--- config.mk ---
export PLATFORM = sky130hd
export DESIGN_NAME = tinytpu_serial_mmu
export DESIGN_NICKNAME = d
export VERILOG_FILES = /design/src/rtl/tinytpu_pkg.sv /design/src/rtl/tinytpu_mac_cell.sv /design/src/rtl/tinytpu_serial_mmu.sv
export SDC_FILE = /design/constraint.sdc
export NUM_CORES = 1
export LEC_CHECK = 0
export CORE_ASPECT_RATIO = 0.75
export CORE_MARGIN = 5
export CORE_UTILIZATION = 60
export DETAILED_ROUTE_END_ITERATION = 10
export PLACE_DENSITY = 0.84
export SLEW_MARGIN = 30
export SYNTH_ARGS = -nofsm -noshare
export SYNTH_HDL_FRONTEND = slang
export SYNTH_HIERARCHICAL = 1
export SYNTH_SLANG_ARGS = --single-unit
--- constraint.sdc ---
create_clock -name clk -period 20.8 [get_ports clk]
set_clock_uncertainty 0.1 [all_clocks]
set_input_delay 4.16 -clock clk [delete_from_list [all_inputs] [get_ports clk]]
set_output_delay 4.16 -clock clk [all_outputs]
set_load 0.05 [all_outputs]
--- src/rtl/tinytpu_pkg.sv ---
// tinytpu shared types and width helpers.
// Used by the serial MMU and its MAC cells.
package tinytpu_pkg;

  typedef enum logic [1:0] {
    IDLE,
    LOAD,
    COMPUTE,
    DRAIN
  } state_t;

  localparam int DEF_D_W       = 8;
  localparam int DEF_N         = 2;
  localparam int DEF_ACC_GUARD = 3;

  function automatic int clog2(input int v);
    int r;
    r = 0;
    for (int i = 0; i < 31; i++)
      if ((1 << i) < v) r = i + 1;
    return r;
  endfunction

  function automatic int acc_w(
    input int d_w,
    input int n,
    input int guard
  );
    return 2 * d_w + clog2(n) + guard;
  endfunction

  localparam int DEF_ACC_W =
    acc_w(DEF_D_W, DEF_N, DEF_ACC_GUARD);

endpackage

--- src/rtl/tinytpu_mac_cell.sv ---
// One multiply-accumulate cell of the tinytpu array.
// Holds a single ACC_W accumulator.
module tinytpu_mac_cell
  import tinytpu_pkg::*;
#(
  parameter int D_W    = DEF_D_W,
  parameter int ACC_W  = DEF_ACC_W,
  parameter int SIGNED = 1
) (
  input  logic             clk,
  input  logic             rst_n,
  input  logic             clr,
  input  logic             en,
  input  logic             clear_add,
  input  logic [D_W-1:0]   a,
  input  logic [D_W-1:0]   b,
  output logic [ACC_W-1:0] acc
);

  logic             sa;
  logic             sb;
  logic             sp;
  logic [2*D_W-1:0] xa;
  logic [2*D_W-1:0] xb;
  logic [2*D_W-1:0] prod;
  logic [ACC_W-1:0] addend;
  logic [ACC_W-1:0] base;

  // low 2*D_W bits of the widened product are
  // exact for both signed and unsigned operands
  assign sa = (SIGNED != 0) & a[D_W-1];
  assign sb = (SIGNED != 0) & b[D_W-1];
  assign xa = {{D_W{sa}}, a};
  assign xb = {{D_W{sb}}, b};
  assign prod = xa * xb;
  assign sp = (SIGNED != 0) & prod[2*D_W-1];
  assign addend = {{(ACC_W-2*D_W){sp}}, prod};
  assign base = clear_add ? '0 : acc;

  always_ff @(posedge clk or negedge rst_n) begin
    if (!rst_n)
      acc <= '0;
    else if (clr)
      acc <= '0;
    else if (en)
      acc <= base + addend;
  end

endmodule

--- src/rtl/tinytpu_serial_mmu.sv ---
// Bit-serial N x N matrix multiply engine.
// Serial X/Y load, parallel MAC, handshaked Z drain.
module tinytpu_serial_mmu
  import tinytpu_pkg::*;
#(
  parameter int D_W       = DEF_D_W,
  parameter int N         = DEF_N,
  parameter int SIGNED    = 1,
  parameter int ACC_GUARD = DEF_ACC_GUARD
) (
  input  logic clk,
  input  logic rst_n,
  input  logic x_in,
  input  logic y_in,
  input  logic load_en,
  input  logic init,
  input  logic acc_mode,
  output logic z_out,
  output logic z_valid,
  input  logic z_ready,
  output logic busy,
  output logic done
);

  localparam int ACC_W = acc_w(D_W, N, ACC_GUARD);
  localparam int L     = N * N * D_W;
  localparam int M     = N * N * ACC_W;
  localparam int CW    = clog2(M + 1);
  localparam int KW    = clog2(N);

  localparam logic [CW-1:0] L_LAST = CW'(L - 1);
  localparam logic [CW-1:0] K_LAST = CW'(N - 1);
  localparam logic [CW-1:0] M_LAST = CW'(M - 1);

  state_t           state;
  state_t           state_nxt;
  logic [CW-1:0]    cnt;
  logic [L-1:0]     x_sr;
  logic [L-1:0]     y_sr;
  logic             acc_mode_q;
  logic             shift_en;
  logic             load_last;
  logic             k_last;
  logic             z_acc;
  logic             z_last;
  logic             cell_en;
  logic             clear_add;
  logic [KW-1:0]    k;
  logic [M-1:0]     z_flat;
  logic [D_W-1:0]   x_el  [N][N];
  logic [D_W-1:0]   y_el  [N][N];
  logic [ACC_W-1:0] acc_q [N][N];

  assign shift_en  = load_en &&
                     (state == IDLE || state == LOAD);
  assign load_last = state == LOAD && load_en &&
                     cnt == L_LAST;
  assign k_last    = state == COMPUTE && cnt == K_LAST;
  assign z_acc     = state == DRAIN && z_ready;
  assign z_last    = z_acc && cnt == M_LAST;
  assign cell_en   = state == COMPUTE && !init;
  assign clear_add = cnt == '0 && !acc_mode_q;
  assign k         = cnt[KW-1:0];

  always_ff @(posedge clk or negedge rst_n) begin
    if (!rst_n)
      state <= IDLE;
    else
      state <= state_nxt;
  end

  always_comb begin
    state_nxt = state;
    case (state)
      IDLE:    if (load_en) state_nxt = LOAD;
      LOAD:    if (load_last) state_nxt = COMPUTE;
      COMPUTE: if (k_last) state_nxt = DRAIN;
      DRAIN:   if (z_last) state_nxt = IDLE;
      default: state_nxt = IDLE;
    endcase
    if (init) state_nxt = IDLE;
  end

  always_comb begin
    z_valid = state == DRAIN;
    busy    = state != IDLE;
    done    = z_last && !init;
    z_out   = 1'b0;
    if (state == DRAIN) z_out = z_flat[M_LAST - cnt];
  end

  // one counter serves load bits, k, and drain bits
  always_ff @(posedge clk or negedge rst_n) begin
    if (!rst_n) begin
      cnt        <= '0;
      x_sr       <= '0;
      y_sr       <= '0;
      acc_mode_q <= 1'b0;
    end else if (init) begin
      cnt        <= '0;
      x_sr       <= '0;
      y_sr       <= '0;
      acc_mode_q <= 1'b0;
    end else begin
      if (shift_en) begin
        x_sr <= {x_sr[L-2:0], x_in};
        y_sr <= {y_sr[L-2:0], y_in};
      end
      if (load_last) acc_mode_q <= acc_mode;
      if (load_last || k_last || z_last)
        cnt <= '0;
      else if (shift_en || state == COMPUTE || z_acc)
        cnt <= cnt + CW'(1);
    end
  end

  for (genvar e = 0; e < N * N; e++) begin : g_el
    assign x_el[e/N][e%N] = x_sr[L-1-e*D_W -: D_W];
    assign y_el[e/N][e%N] = y_sr[L-1-e*D_W -: D_W];
    assign z_flat[M-1-e*ACC_W -: ACC_W] =
      acc_q[e/N][e%N];
  end

  for (genvar i = 0; i < N; i++) begin : g_row
    for (genvar j = 0; j < N; j++) begin : g_col
      tinytpu_mac_cell #(
        .D_W    (D_W),
        .ACC_W  (ACC_W),
        .SIGNED (SIGNED)
      ) u_cell (
        .clk       (clk),
        .rst_n     (rst_n),
        .clr       (init),
        .en        (cell_en),
        .clear_add (clear_add),
        .a         (x_el[i][k]),
        .b         (y_el[k][j]),
        .acc       (acc_q[i][j])
      );
    end
  end

endmodule

==> results of run 1 <==
through the flow:
stage / total power [uW] / hold slack, ns / setup WS, ns / cells
final: 875.1 / 0.4345 / 10.70 / 2876
after global routing: 903.4 / 0.4584 / 10.66 / 2876
after floorplan: 475.7 / 0.3535 / 10.94 / 2424
after CTS: 874.9 / 0.4267 / 10.68 / 2876
after global placement: 533.5 / 0.3832 / 10.68 / 2844
after detailed placement: 538.9 / 0.4164 / 10.69 / 2844
layout by cell type (no fill, tap or decap), types with 5 or more instances in the layout:
cell,count
nand3_1,20
mux2i_1,51
inv_8,7
nor2b_1,107
or2_2,5
a31oi_1,10
a211oi_1,17
o31ai_1,9
nand2b_1,20
nor4_1,6
dfrtp_1,152
ha_1,203
clkbuf_16,17
nor2_1,120
or3_1,8
nor3b_1,5
a21o_1,36
o21ai_1,7
clkdlybuf4s50_1,9
nor3_1,27
o21ai_0,29
and2_1,179
o21a_1,13
nand2_1,226
nand4_1,10
xnor2_1,99
o21bai_1,27
buf_4,11
inv_1,401
fa_1,224
a21oi_1,159
xor2_1,30
mux4_1,19
mux2_2,40
routing by layer:
layer	up-vias	GRT usage, %	routed length (microns)
met2	668	42.64	24230
met4	0	6.472	934
li1	7812	-	-
met1	8410	36.28	22750
met3	93	5.344	3932
met5	-	0	0
state kept, by name, indices dropped and copies added (netlist names):
name                    cells
acc_mode_q                  1
cnt                         7
g_row.g_col.u_cell/acc     80
state                       2
x_el                       32
y_el                       32
area by class of cell:
type / count / area [sq um]
clock inverters: 14 / 168.9
clock buffers: 18 / 429.2
flip-flops and latches: 154 / 3856
fillers: 2751 / 12950
multi-input cells: 1802 / 16130
well taps: 465 / 581.8
inverters: 402 / 1509
repair buffers: 21 / 183.9
cell families (layout without fill, tap and decap cells):
| family | after synthesis | after routing | share of synthesized area, % |
|---|---|---|---|
| AOI/OAI and AO/OA | 369 | 369 | 11.08 |
| muxes | 114 | 114 | 7.124 |
| xor gates and xnor gates | 134 | 134 | 5.704 |
| adders and majority gates | 427 | 427 | 32.28 |
| buffers and inverters | 468 | 455 | 8.280 |
| DFF | 154 | 154 | 17.71 |
| and+or+nand+nor | 758 | 758 | 17.82 |
path summary, 6_finish.rpt:
path / end / slack (ns) / depth (start not counted)
min in group asynchronous: g_row[1].g_col[0].u_cell/acc[8] / 3.50 / 1
max in group asynchronous: cnt[1] / 15.86 / 2
max reg2reg: g_row[1].g_col[1].u_cell/acc[19] / 12.37 / 28
min reg2reg: g_row[1].g_col[1].u_cell/acc[18] / 0.43 / 2
max: done / 10.70 / 4
min: g_row[1].g_col[1].u_cell/acc[18] / 0.43 / 2
critical path: stages:
cell,delay (ns)
clkdlybuf4s50_1,0.48
nand4_1,0.14
nor3_1,0.23
clkdlybuf4s50_1,0.83
power breakdown:
group	switching, uW	total [uW]	internal [uW]
Sequential	18.0	325	307
Combinational	157	215	57.4
Clock	162	336	173
==> flow_metrics.env, run 1 <==
export IMPL_status="finished clean"
export IMPL_wirelength_microns=51850
export IMPL_cts_tree="built"
export IMPL_crit_type="primary input to output pin"
export IMPL_grt_max_degree=86
export IMPL_clk_pin_slew_ns=0.07
export IMPL_regToRegStartpoint="cnt[0]"
export IMPL_clock_latency_ns=0.46
export IMPL_vias=16983
export IMPL_synth_edff_count=0
export IMPL_routabilityCongestion=0.9109
export IMPL_nets=2833
export IMPL_die_w_microns=229.9
export IMPL_worstPathRequired_ns=16.54
export IMPL_yosys_top_cells_area="fa_1 21%, dfrtp_1 18%, ha_1 12%, inv_1 6.9%, and2_1 5.1%"
export IMPL_cp_max_fo=2
export IMPL_rsz0062_at_grt="false"
export IMPL_fin_crit_sh_pct=48.55
export IMPL_avgRoutedWirePerCell_microns=18.03
export IMPL_yosys_cell_count_top_type="inv_1"
export IMPL_postLayoutCoreUtil_pct=63.84
export IMPL_antenna_found_initial=0
export IMPL_vias_per_cell=5.905
export IMPL_clock_path_buffers=2
export IMPL_seq_area_frac_synth_pct=17.71
export IMPL_synth_common_cells="401 x inv_1, 226 x nand2_1, 224 x fa_1"
export IMPL_cts_resized=0
export IMPL_track_usage_pct=26.16
export IMPL_cp_startpoint="z_ready"
export IMPL_place_hpwl_microns=38200
export IMPL_cts_hold_buf=0
export IMPL_drc=0
export IMPL_io_buffer_count=11
export IMPL_finalSetupTns_ns=0
export IMPL_rows=60
export IMPL_synth_top_area_share_pct=20.61
export IMPL_post_cts_buffers=0
export IMPL_max_slew_margin_pct=37.72
export IMPL_synth_area_sq_um=21760
export IMPL_peakVddDrop_mv=0.05106
export IMPL_post_dp_cell_area_sq_um=22260
export IMPL_ys_ff_latch=154
export IMPL_postRouteAntennaNets=0
export IMPL_setup_viol=0
export IMPL_ys_flop_type="dfrtp_1"
export IMPL_cts_num_sinks=154
export IMPL_synth_async_sr_flop_share_pct=100.0
export IMPL_syn_nets=2859
export IMPL_powerDensity_nw_per_um2=38.28
export IMPL_die_height_microns=174.9
export IMPL_p_leak_uw=0.01121
export IMPL_core_sq_um=35810
export IMPL_syn_area_per_cell_sq_um=8.977
export IMPL_drive_gt1_share_pct=5.350
export IMPL_worstMarginPinSlew_ns=0.9342
export IMPL_synth_area_leader_cell="fa_1"
export IMPL_layout_min_cycle_time_ns=10.10
export IMPL_cp_start_kind="primary input"
export IMPL_finalHoldViolCount=0
export IMPL_syn_to_final_growth_pct=5.060
export IMPL_clock_fmax_ghz=0.09903
export IMPL_hold_class="register to register"
export IMPL_grt_first_pass_wirelength_microns=86690
export IMPL_crit_arrival_ns=5.84
export IMPL_cts_made_buffers=17
export IMPL_synth_cell_type_count=89
export IMPL_cts_root_buffer="clkbuf_16"
export IMPL_maxCapViolCount=0
export IMPL_syn_instance_count=2424
export IMPL_hp_start="g_row[1].g_col[1].u_cell/acc[18]"
export IMPL_drt_iter0_markers=1641
export IMPL_slew_violations=0
export IMPL_h_tree_depth=4
export IMPL_gr_total_overflow=0
export IMPL_die_area_sq_um=40220
export IMPL_grt_pass1_vias=17524
export IMPL_first_pass_iters=6
export IMPL_ys_warn_count=6
export IMPL_critPathCaptureType="output pin"
export IMPL_io_pins=12
export IMPL_diodes=0
export IMPL_initial_core_util_pct=60.77
export IMPL_final_area_sq_um=22860
Power figures use the tool's default switching activity.
==> run 2: changes to the inputs <==
Clock period 20.8 ns to 9.67 ns, I/O delays scaled along.
==> run 2 against run 1 <==
Effect of this change: final area about the same; critical path depth up 21; flip-flop and latch count unchanged; worst setup slack worse by 8.8 ns; clock power up 110%; total power up 110%; critical path type is now register to register.
==> flow_metrics.env, run 2 (synthesis results as in run 1) <==
export IMPL_status="finished clean"
export IMPL_syn_to_final_growth_pct=5.135
export IMPL_p_int_uw=1136
export IMPL_top_register="g_row.g_col.u_cell/acc"
export IMPL_die_height_microns=174.9
export IMPL_cp_max_fo=43
export IMPL_place_hpwl_microns=38550
export IMPL_max_slew_margin_pct=36.49
export IMPL_postRouteAntennaNets=0
export IMPL_clk_pin_slew_ns=0.08
export IMPL_fin_crit_sh_pct=80.63
export IMPL_max_stage_delay_ns=0.90
export IMPL_postLayoutCoreUtil_pct=63.89
export IMPL_cts_made_buffers=17
export IMPL_final_common_cell="inv_1"
export IMPL_diodes=0
export IMPL_nets=2832
export IMPL_drive_gt1_share_pct=5.311
export IMPL_cp_endpoint="g_row[1].g_col[1].u_cell/acc[19]"
export IMPL_rr_endpoint="g_row[1].g_col[1].u_cell/acc[19]"
export IMPL_grt_pass1_vias=17350
export IMPL_layout_min_cycle_time_ns=7.797
export IMPL_cts_tree="built"
export IMPL_initial_core_util_pct=60.77
export IMPL_post_cts_buffers=0
export IMPL_instances_no_fill=2875
export IMPL_io_buffer_count=11
export IMPL_maxCapViolCount=0
export IMPL_cp_start_kind="register"
export IMPL_slew_violations=0
export IMPL_peakVddDrop_mv=0.1261
export IMPL_h_tree_depth=4
export IMPL_setup_viol=0
export IMPL_clockPowerShare_pct=38.5
export IMPL_rows=60
export IMPL_cp_startpoint="cnt[0]"
export IMPL_largest_register_ffs=80
export IMPL_worstMarginPinSlew_ns=0.9526
export IMPL_rsz0062_at_grt="false"
export IMPL_wirelength_microns=50770
export IMPL_hold_class="register to register"
export IMPL_io_pins=12
export IMPL_gr_total_overflow=0
export IMPL_dpl_cell_count=2843
export IMPL_clock_latency_ns=0.48
export IMPL_grt_max_degree=87
export IMPL_met3WireLength_microns=3348
export IMPL_vias_per_cell=5.859
export IMPL_avgRoutedWirePerCell_microns=17.66
export IMPL_crit_slowest_cell="dfrtp_4"
export IMPL_hold_ws_ns=0.4142
export IMPL_antenna_found_initial=0
export IMPL_crit_type="register to register"
export IMPL_final_cell_mix="401 x inv_1, 226 x nand2_1, 224 x fa_1, 203 x ha_1, 179 x and2_1"
export IMPL_routabilityCongestion=0.9282
export IMPL_crit_arrival_ns=8.08
export IMPL_powerDensity_nw_per_um2=81.36
export IMPL_regToRegStartpoint="cnt[0]"
export IMPL_seqPwrFrac_pct=38.4
export IMPL_clock_path_buffers=2
export IMPL_top_layer_used="met4"
export IMPL_switchingPower_uw=725.2
export IMPL_cts_root_buffer="clkbuf_16"
export IMPL_cts_num_sinks=154
export IMPL_first_pass_iters=6
export IMPL_die_w_microns=229.9
export IMPL_pwr_share_comb_pct=23.1
export IMPL_cts_resized=0
export IMPL_wirelength_met1_microns=23220
export IMPL_worstPathRequired_ns=9.96
export IMPL_die_area_sq_um=40220
export IMPL_core_sq_um=35810
export IMPL_grt_first_pass_wirelength_microns=86410
export IMPL_drt_iter0_markers=1518
export IMPL_rrSetupSlack_ns=1.87
export IMPL_switching_share_pct=38.96
export IMPL_track_usage_pct=25.96
export IMPL_finalSetupTns_ns=0
export IMPL_cp_common_cell="inv_1"
export IMPL_p_leak_uw=0.01121
export IMPL_clock_fmax_ghz=0.1283
export IMPL_finalHoldViolCount=0
export IMPL_drc=0
export IMPL_cts_hold_buf=0
export IMPL_critPathCaptureType="register"
export IMPL_vias=16846
export IMPL_route_met2_wl_microns=23360
export IMPL_r2r_cells=25
-- run 2: cell types whose count changed in the layout (fill, tap and decap cells not counted), moves of 2 or more --
cell	change
inv_8	-4
dfrtp_2	-2
buf_4	-2
clkinv_8	+6
-- run 2: layer usage --
metal	up-vias	GRT usage [%]
li1	7809	-
met1	8372	37.92
met2	590	41.01
met3	75	4.435
met4	0	5.850
met5	-	0
-- run 2: cell type report --
cell class / instances / area, sq um
Sequential cell: 154 / 3857
Clock buffer: 17 / 425.4
Multi-Input combinational cell: 1802 / 16130
Fill cell: 2790 / 12930
Timing Repair Buffer: 20 / 180.2
Inverter: 402 / 1509
Clock inverter: 15 / 197.7
Tap cell: 465 / 581.8
-- run 2: worst max-delay path: cells and delay by family (launching register included) --
family	cells	cell delay [ns]
muxes	1	0.55
buffers and inverters	6	0.51
AOI/OAI and AO/OA	5	1.77
adders and majority gates	6	2.61
and+or+nand+nor	7	1.24
DFF	1	0.90
-- run 2: metrics by stage --
stage | setup slack (ns) | total power (uW) | cell area, sq um
final | 1.873 | 1861 | 22880
after global routing | 1.531 | 1929 | 22880
after CTS | 2.076 | 1861 | 22870
after detailed placement | 2.112 | 1149 | 22250
after global placement | 2.041 | 1141 | 22250
after floorplan | 2.270 | 1023 | 21760
-- run 2: how the worst min path moves through the flow --
| stage | startpoint | endpoint | slack [ns] | depth (start not counted) |
|---|---|---|---|---|
| CTS | g_row[0].g_col[1].u_cell/acc[18] | g_row[0].g_col[1].u_cell/acc[18] | 0.41 | 2 |
| global placement | g_row[0].g_col[1].u_cell/acc[18] | g_row[0].g_col[1].u_cell/acc[18] | 0.38 | 2 |
| floorplan | g_row[0].g_col[1].u_cell/acc[18] | g_row[0].g_col[1].u_cell/acc[18] | 0.35 | 2 |
| finish | g_row[0].g_col[1].u_cell/acc[18] | g_row[0].g_col[1].u_cell/acc[18] | 0.41 | 2 |
| global route | g_row[0].g_col[1].u_cell/acc[18] | g_row[0].g_col[1].u_cell/acc[18] | 0.44 | 2 |
| detailed placement | g_row[1].g_col[1].u_cell/acc[18] | g_row[1].g_col[1].u_cell/acc[18] | 0.40 | 2 |
-- run 2: power groups by stage --
stage	clock network [uW]	logic, uW	registers [uW]
floorplan	0	341	682
global placement	0	418	723
detailed placement	0	423	726
CTS	725	423	713
global route	752	459	718
finish	716	430	715
